`src/rtl/hs32_wbarb_pkg.sv`:
```
// Shared types for the hs32 writeback arbiter: the buffered load-return entry.
package hs32_wbarb_pkg;

  typedef struct packed {
    logic [3:0]  rd;
    logic [31:0] data;
  } hs32_wbent;

  localparam int unsigned NUM_REGS = 16;

endpackage

```
`src/rtl/hs32_fifo.sv`:
```
// Small synchronous FIFO; pointers carry one extra wrap bit so full and empty differ.
module hs32_fifo
  import hs32_wbarb_pkg::*;
#(
  parameter int unsigned DEPTH = 2,
  parameter type         T     = hs32_wbent
) (
  input  logic clk,
  input  logic reset,
  input  logic push_i,
  input  T     wdata_i,
  input  logic pop_i,
  output T     rdata_o,
  output logic full_o,
  output logic empty_o
);

  localparam int unsigned AW = $clog2(DEPTH);

  logic [AW:0] wr_ptr_q, wr_ptr_d;
  logic [AW:0] rd_ptr_q, rd_ptr_d;
  T            mem_q [DEPTH];
  T            mem_d [DEPTH];

  always_comb begin
    mem_d    = mem_q;
    wr_ptr_d = wr_ptr_q;
    rd_ptr_d = rd_ptr_q;
    if (push_i) begin
      mem_d[wr_ptr_q[AW-1:0]] = wdata_i;
      wr_ptr_d                = wr_ptr_q + 1'b1;
    end
    if (pop_i) begin
      rd_ptr_d = rd_ptr_q + 1'b1;
    end
  end

  assign empty_o = (wr_ptr_q == rd_ptr_q);
  assign full_o  = (wr_ptr_q[AW] != rd_ptr_q[AW]) &&
                   (wr_ptr_q[AW-1:0] == rd_ptr_q[AW-1:0]);
  assign rdata_o = mem_q[rd_ptr_q[AW-1:0]];

  always_ff @(posedge clk) begin
    if (reset) begin
      wr_ptr_q <= '0;
      rd_ptr_q <= '0;
    end else begin
      wr_ptr_q <= wr_ptr_d;
      rd_ptr_q <= rd_ptr_d;
    end
  end

  // Storage needs no reset: entries are only visible between the pointers.
  always_ff @(posedge clk) begin
    mem_q <= mem_d;
  end

endmodule

```
`src/rtl/hs32_wbarb.sv`:
```
// Register-file write-port arbiter between the execute stage and buffered load
// returns, with a starvation limit and a per-register outstanding-load scoreboard.
module hs32_wbarb
  import hs32_wbarb_pkg::*;
#(
  parameter int unsigned STARVE_LIMIT = 4,
  parameter int unsigned DEPTH        = 2
) (
  input  logic        clk,
  input  logic        reset,
  input  logic        ex_valid_i,
  input  logic [3:0]  ex_rd_i,
  input  logic [31:0] ex_data_i,
  input  logic        ex_we1_i,
  input  logic        ex_we2_i,
  output logic        ex_stall_o,
  input  logic        ld_valid_i,
  input  logic [3:0]  ld_rd_i,
  input  logic [31:0] ld_data_i,
  output logic        ld_ready_o,
  input  logic        ld_issue_i,
  input  logic [3:0]  ld_issue_rd_i,
  output logic [15:0] busy_o,
  output logic [3:0]  wp_addr_o,
  output logic [31:0] wp_data_o,
  output logic        wp_we1_o,
  output logic        wp_we2_o
);

  localparam int unsigned SW = $clog2(STARVE_LIMIT + 1);

  logic [NUM_REGS-1:0] busy_q, busy_d;
  logic [SW-1:0]       starve_q, starve_d;
  logic                fifo_full, fifo_empty, fifo_push;
  logic                fifo_grant, ex_grant, ex_busy, starved;
  hs32_wbent           head, ld_ent;

  assign ld_ent    = {ld_rd_i, ld_data_i};
  assign fifo_push = ld_valid_i & ld_ready_o & ~reset;

  hs32_fifo #(
    .DEPTH(DEPTH),
    .T    (hs32_wbent)
  ) u_fifo (
    .clk    (clk),
    .reset  (reset),
    .push_i (fifo_push),
    .wdata_i(ld_ent),
    .pop_i  (fifo_grant),
    .rdata_o(head),
    .full_o (fifo_full),
    .empty_o(fifo_empty)
  );

  // Grants are suppressed while reset is high so stale state never reaches the port.
  always_comb begin
    ex_busy    = busy_q[ex_rd_i];
    starved    = (starve_q == SW'(STARVE_LIMIT));
    fifo_grant = ~reset & ~fifo_empty &
                 (~ex_valid_i | fifo_full | starved | ex_busy);
    ex_grant   = ~reset & ex_valid_i & ~fifo_grant & ~ex_busy;
    ex_stall_o = ~reset & ex_valid_i & ~ex_grant;
    ld_ready_o = ~fifo_full | reset;

    wp_addr_o  = ex_rd_i;
    wp_data_o  = ex_data_i;
    wp_we1_o   = 1'b0;
    wp_we2_o   = 1'b0;
    if (fifo_grant) begin
      wp_addr_o = head.rd;
      wp_data_o = head.data;
      wp_we1_o  = 1'b1;
      wp_we2_o  = 1'b1;
    end else if (ex_grant) begin
      wp_we1_o  = ex_we1_i;
      wp_we2_o  = ex_we2_i;
    end
  end

  always_comb begin
    starve_d = starve_q;
    if (fifo_empty || fifo_grant) begin
      starve_d = '0;
    end else if (ex_grant && !starved) begin
      starve_d = starve_q + 1'b1;
    end

    // Issue is applied after the clear so a same-register set wins.
    busy_d = busy_q;
    if (fifo_grant) begin
      busy_d[head.rd] = 1'b0;
    end
    if (ld_issue_i) begin
      busy_d[ld_issue_rd_i] = 1'b1;
    end
  end

  always_ff @(posedge clk) begin
    if (reset) begin
      busy_q   <= '0;
      starve_q <= '0;
    end else begin
      busy_q   <= busy_d;
      starve_q <= starve_d;
    end
  end

  assign busy_o = busy_q;

endmodule

```
`config.mk`:
```
export PLATFORM = sky130hd
export DESIGN_NAME = hs32_wbarb
export DESIGN_NICKNAME = d
export VERILOG_FILES = /design/src/rtl/hs32_wbarb_pkg.sv /design/src/rtl/hs32_fifo.sv /design/src/rtl/hs32_wbarb.sv
export SDC_FILE = /design/constraint.sdc
export NUM_CORES = 1
export LEC_CHECK = 0
export ABC_AREA = 1
export ABC_CLOCK_PERIOD_IN_PS = 3200
export CAP_MARGIN = 20
export CELL_PAD_IN_SITES_DETAIL_PLACEMENT = 1
export CELL_PAD_IN_SITES_GLOBAL_PLACEMENT = 2
export CORE_UTILIZATION = 24
export CTS_CLUSTER_SIZE = 8
export DETAILED_ROUTE_END_ITERATION = 8
export HOLD_SLACK_MARGIN = 0.05
export PLACE_DENSITY_LB_ADDON = 0.25
export SLEW_MARGIN = 20
export SYNTH_ARGS = -nofsm -noshare
export SYNTH_HDL_FRONTEND = slang
export SYNTH_HIERARCHICAL = 1
export SYNTH_SLANG_ARGS = --single-unit
```
`constraint.sdc`:
```
create_clock -name clk -period 3.2 [get_ports clk]
set_clock_uncertainty 0.1 [all_clocks]
set_input_delay 0.64 -clock clk [delete_from_list [all_inputs] [get_ports clk]]
set_output_delay 0.64 -clock clk [all_outputs]
set_load 0.05 [all_outputs]
```
Yosys cells after proc, flatten, opt, wreduce, memory -nomap -nowiden. Index checks and enable logic that the tools add are counted.

Register bits after elaboration: 95. Latch bits: 0. Input bits: 83. Bits in read-only memories: 0. Bits in writable memories: 0. Logic and storage cells: 75. Memories: 0. Output and inout bits: 56.

Bitwise operators: 24. Shifts and indexed selects: 0. Add/sub/neg operators: 3. Multiplexer cells: 20. Divide/modulo/power cells: 0. Reductions and logical operators: 8. $mul: 0. Equal/unequal tests: 4. Order comparisons: 8.

Operators by type and width (count): 36-bit two-way mux (4); 72-bit bitwise mux (1); 36-bit demux with 1-bit select (1); 16-bit two-way mux (2); 32-bit two-way mux (1); 16-bit bitwise AND (1); 16-bit inverter (1); 16-bit bitwise OR (1); 4-bit by 5-bit < comparator with 1-bit output, second input constant (3); 1-bit bitwise AND (8); 1-bit demux with 4-bit select (2); 4-bit by 1-bit >= comparator with 1-bit output, second input constant (2); 1-bit two-way mux (7); 1-bit inverter (7); 1-bit logical AND (5); 2-bit by 1-bit adder with 2-bit output, second input constant (2); 1-bit binary-select mux with 4-bit select (1); 2-bit >= comparator, second input constant (2); 4-bit two-way mux (1); 1-bit inverter with 2-bit output (2); 1-bit bitwise OR (4); 3-bit by 1-bit adder with 3-bit output, second input constant (1); 3-bit == test, second input constant (1); 2-bit == test (1); other kinds (6) (6).

Logic depth before layout (Yosys ltp).
Depth in word-level cells: 13. Depth in mapped cells: 14. Gate-level depth less buffers: 12.

Hierarchy. Netlist, hierarchy kept.

By module, submodules not included: hs32_fifo (cells an instance 226, instances 1, area an instance 2870.3 µm², seq. area each 2242.2 µm²); hs32_wbarb (cells an instance 313, instances 1, area an instance 1676.6 µm², seq. area each 380.4 µm²).

Worst setup path after synthesis. Ideal clock, no wire load.

Kind: input -> register. Start: in reset. End: reg u_fifo/mem_q[36] in the netlist's numbering, enable pin. Cell stages on the path: 7. Setup time: 0.429 ns. Data arrival time: 3.220 ns. Slack: -0.549 ns. Data required time: 2.671 ns. Cells stage by stage: clkbuf_1 inv_1 nand2_1 nand2_1 nor2_1 inv_1 nor2_1.

Word-level cells in the longest chain between the ends: 3. Elaborated cells on any way between the ends: 4. Classes of those cells: bitwise: 4.

Ends and longest elaborated chain: start, declared (line hs32_wbarb.sv:10) `input logic reset,`; 1-bit bitwise OR (line hs32_wbarb.sv:63) `ld_ready_o = ~fifo_full | reset;`; net ld_ready_o (line hs32_wbarb.sv:20) `output logic ld_ready_o,`; 1-bit bitwise AND (2 in a row) (line hs32_wbarb.sv:39) `assign fifo_push = ld_valid_i & ld_ready_o & ~reset;`; net fifo_push (line hs32_wbarb.sv:34) `logic fifo_full, fifo_empty, fifo_push;`; end signal, assigned (line hs32_fifo.sv:55) `mem_q <= mem_d;`; end, declared (line hs32_fifo.sv:22) `T mem_q [DEPTH];`.

The timed path passes the listed nets, and every way through them passes these cells. A chain may end at the register's enable or synchronous reset.

Worst setup path after layout.
Start: in ex_rd_i[2]. End: out wp_data_o[12].

Word-level cells in the longest chain between the ends: 5.

Ends and longest elaborated chain: start, declared (line hs32_wbarb.sv:12) `input logic [3:0] ex_rd_i,`; 1-bit binary-select mux with 4-bit select (line hs32_wbarb.sv:57) `ex_busy = busy_q[ex_rd_i];`; 1-bit two-way mux (not written as such) (line hs32_wbarb.sv:57); 1-bit bitwise OR (line hs32_wbarb.sv:60) `(~ex_valid_i | fifo_full | starved | ex_busy);`; 1-bit bitwise AND (line hs32_wbarb.sv:59) `fifo_grant = ~reset & ~fifo_empty &`; 32-bit two-way mux (line hs32_wbarb.sv:69) `if (fifo_grant) begin`; end, declared (line hs32_wbarb.sv:25) `output logic [31:0] wp_data_o,`.

No other way between the ends. The select of a mux whose other input is x is not followed.

==> qor.json <==
{
  "worst_setup_path": {
    "start_kind": "input pin",
    "crit_required_ns": 2.46,
    "worst_ep_arrival_time_ns": 2.26,
    "rrSetupSlack_ns": 1.03,
    "rr_endpoint": "busy_o[13]$_SDFF_PP0_",
    "maximum_fanout_count_along_the_critical_path": 6,
    "worstSetupEndpointType": "output pin",
    "crit-reg2reg-launch": "u_fifo/wr_ptr_q[0]$_SDFFE_PP0P_",
    "timing_worst_setup_path_type": "input pin to output pin",
    "ff2ff_path_depth": 11
  },
  "route": {
    "drt-total-wl_um": 13750,
    "route.vias.total": 4016,
    "routedWlPerCell_um": 14.93,
    "viasPerCell": 4.360,
    "remaining_drc_errors": 0,
    "detail-route-antenna-nets": 0,
    "drt_first_iter_violations": 180,
    "drt_pass1_iterations": 4
  },
  "sta": {
    "max_slew_margin_pct": 64.54,
    "hold_viol": 0,
    "timing.fmax_mhz": 333.5,
    "rsz0062_at_grt": "no",
    "fin_crit_sh_pct": 93.72,
    "final-setup-viol-count": 0,
    "slew_violations": 0,
    "period_needed_ns": 2.999,
    "worst_slew_pin_slew_ns": 0.5279
  },
  "clock_network": {
    "cts_inserted_buffers": 9,
    "tritoncts_clock_tree": "done",
    "cts-hold-fix-buffers": 0,
    "ctsResizeCount": 6,
    "insertion_delay_ns": 0.35,
    "clock_tree.htree_level_count": 3,
    "cts-root-buf": "clkbuf_16",
    "cts.repair_timing.setup_buffer_count": 0,
    "cts.sink_count": 95,
    "cts-root-to-sink-buffers": 2,
    "clk_pin_slew_worst_paths_ns": 0.07
  },
  "synth": {
    "synth_register_bits": 95,
    "synth_cell_types": 24,
    "synth_fp_nets": 624,
    "yosysWarningCount": 6,
    "asyncSetResetFlopFracSynth_pct": 0,
    "synth_enable_flop_cells": 72,
    "synth.yosys.seq_area_share_pct": 57.68,
    "top_ff_cell_synth": "edfxtp_1",
    "syn-cell-area_um2": 4547,
    "synth.avg_cell_area_um2": 8.436,
    "synth_cells": 539
  },
  "cells_and_area": {
    "final_cell_mix": "nand2_1 (286), clkdlybuf4s50_1 (96), edfxtp_1 (72), buf_12 (47), inv_1 (39)",
    "final_util_pct": 38.45,
    "design.final.nets": 772,
    "filler_cell_count": 2110,
    "syn_to_final_growth_pct": 54.51,
    "insertedDiodeCount": 0,
    "final_common_cell": "nand2_1",
    "fraction_of_final_layout_cells_sized_beyond_drive_strength_1_pct": 13.01,
    "fin_cells": 921
  },
  "placed_design": {
    "port_buffers": 138,
    "dp_hpwl_um": 10300,
    "place_inst": 905,
    "gp_congestion": 0.7812
  },
  "power": {
    "irDropWorstVdd_mv": 0.2744,
    "power.sequential.fraction_pct": 40.0,
    "power.density_cell_area_nw_per_um2": 493.5,
    "leakage_power_of_the_design_nw": 2.935,
    "power.switching_mw": 1.005,
    "power_switching_share_pct": 29.00,
    "power.combinational.fraction_pct": 26.1,
    "share_clk_of_total_power_pct": 33.9,
    "cellInternalPower_mw": 2.462
  },
  "grt": {
    "globalRouteOverflowTotal": 0,
    "grt_pass1_wl_um": 22690,
    "grt_usage_pct": 14.99,
    "antenna_found_initial": 0,
    "grt_start_max_net_pins": 38,
    "grt_pass1_vias": 4422
  },
  "floorplanning": {
    "design.portCount": 139,
    "design.core.area_um2": 18270,
    "dieArea_um2": 19500,
    "die-width_um": 139.6,
    "placementRows": 49,
    "initial_core_util_pct": 24.89,
    "chipHeight_um": 139.6
  },
  "worst_hold_path": {
    "whs_endpoint": "busy_o[7]$_SDFF_PP0_",
    "worstHoldPathType": "flip-flop to flip-flop",
    "whs_path_depth": 2,
    "worstHoldStart": "busy_o[7]$_SDFF_PP0_"
  },
  "run_status": {
    "status": "finished clean"
  },
  "run": {
    "cap_viol_max_count": 0
  }
}
cell type report:
type                    count  area (um2)  area share (%)
well taps                 229       286.5           4.078
clock inverters             6       91.34           1.300
repair buffers            157        2013           28.66
clock buffers              10       229.0           3.259
flip-flops and latches     95        2624           37.35
multi-input cells         381        1608           22.89
inverters                  43       173.9           2.476
power by group through the flow:
stage / Combinational [mW] / Sequential [mW] / Clock (mW)
2_1_floorplan: 0.438 / 1.42 / 0
3_3_place_gp: 0.904 / 1.41 / 0
3_5_place_dp: 0.916 / 1.41 / 0
4_1_cts: 0.923 / 1.39 / 1.20
5_1_grt: 0.970 / 1.39 / 1.25
6_report: 0.906 / 1.39 / 1.18
worst max-delay path: stages:
cell and delay [ns]:
clkdlybuf4s50_1 0.56, inv_1 0.09, nand3_1 0.10, nand3_2 0.11
nand3_4 0.10, nand2_8 0.09, inv_6 0.09, buf_4 0.15
nand2_1 0.08, nand2_2 0.09, buf_12 0.14
through the flow:
step	instance area, um2	setup WS, ns	power [mW]	hold slack, ns	TNS [ns]
4_1_cts	7023	0.004989	3.514	0.4174	0
6_report	7025	0.2011	3.467	0.4185	0
5_1_grt	7025	0.0004805	3.612	0.4455	0
2_1_floorplan	4549	0.04441	1.860	0.3562	0
3_3_place_gp	6691	0.009902	2.315	0.3670	0
3_5_place_dp	6691	-0.04306	2.329	0.4058	-0.2880
layer usage:
layer | global-route usage (%) | vias to the layer above | part of all wire (%)
li1 | - | 2012 | -
met5 | 0 | - | 0
met1 | 17.47 | 1888 | 43
met2 | 26.16 | 104 | 49
met4 | 5.610 | 0 | 1.7
met3 | 4.164 | 12 | 6.2
cells by family (layout without fill, tap and decap cells):
group | after synthesis | in the layout | share of synthesized area (%)
flip-flops | 95 | 95 | 57.68
adder cells (fa/ha/maj) | 2 | 2 | 0.5503
buffers and inverters | 63 | 216 | 7.347
AND/OR/NAND/NOR | 337 | 337 | 29.80
AO/OA/AOI/OAI | 42 | 42 | 4.623
Yosys cell counts, types with 3 or more instances:
cell | instances | area, um2
a21oi_1 | 21 | 105.1
buf_2 | 4 | 20.02
buf_4 | 6 | 45.04
buf_6 | 8 | 90.09
dfxtp_1 | 23 | 460.4
edfxtp_1 | 72 | 2162
inv_1 | 40 | 150.1
nand2_1 | 290 | 1089
nand3_1 | 13 | 65.06
nand3_2 | 3 | 30.03
nand4_1 | 3 | 18.77
nor2_1 | 20 | 75.07
nor3_1 | 4 | 20.02
o21ai_1 | 20 | 100.1
flip-flops by register name (all words and copies together) (netlist names):
signal	flops
u_fifo/wr_ptr_q	2
u_fifo/rd_ptr_q	2
starve_q	3
busy_o	16
u_fifo/mem_q	72
worst max-delay path by stage:
stage	start	end	slack, ns	cells past startpoint
floorplan	reset	u_fifo/mem_q[36]$_DFFE_PP_	0.04	7
global placement	ex_rd_i[0]	wp_data_o[27]	0.01	14
detailed placement	ex_rd_i[0]	wp_data_o[27]	-0.04	15
CTS	ex_rd_i[1]	wp_data_o[14]	0.005	12
global route	u_fifo/wr_ptr_q[0]$_SDFFE_PP0P_	wp_data_o[14]	0.0005	12
finish	ex_rd_i[2]	wp_data_o[12]	0.20	11
Note: power is estimated with default switching activity, not from simulation.
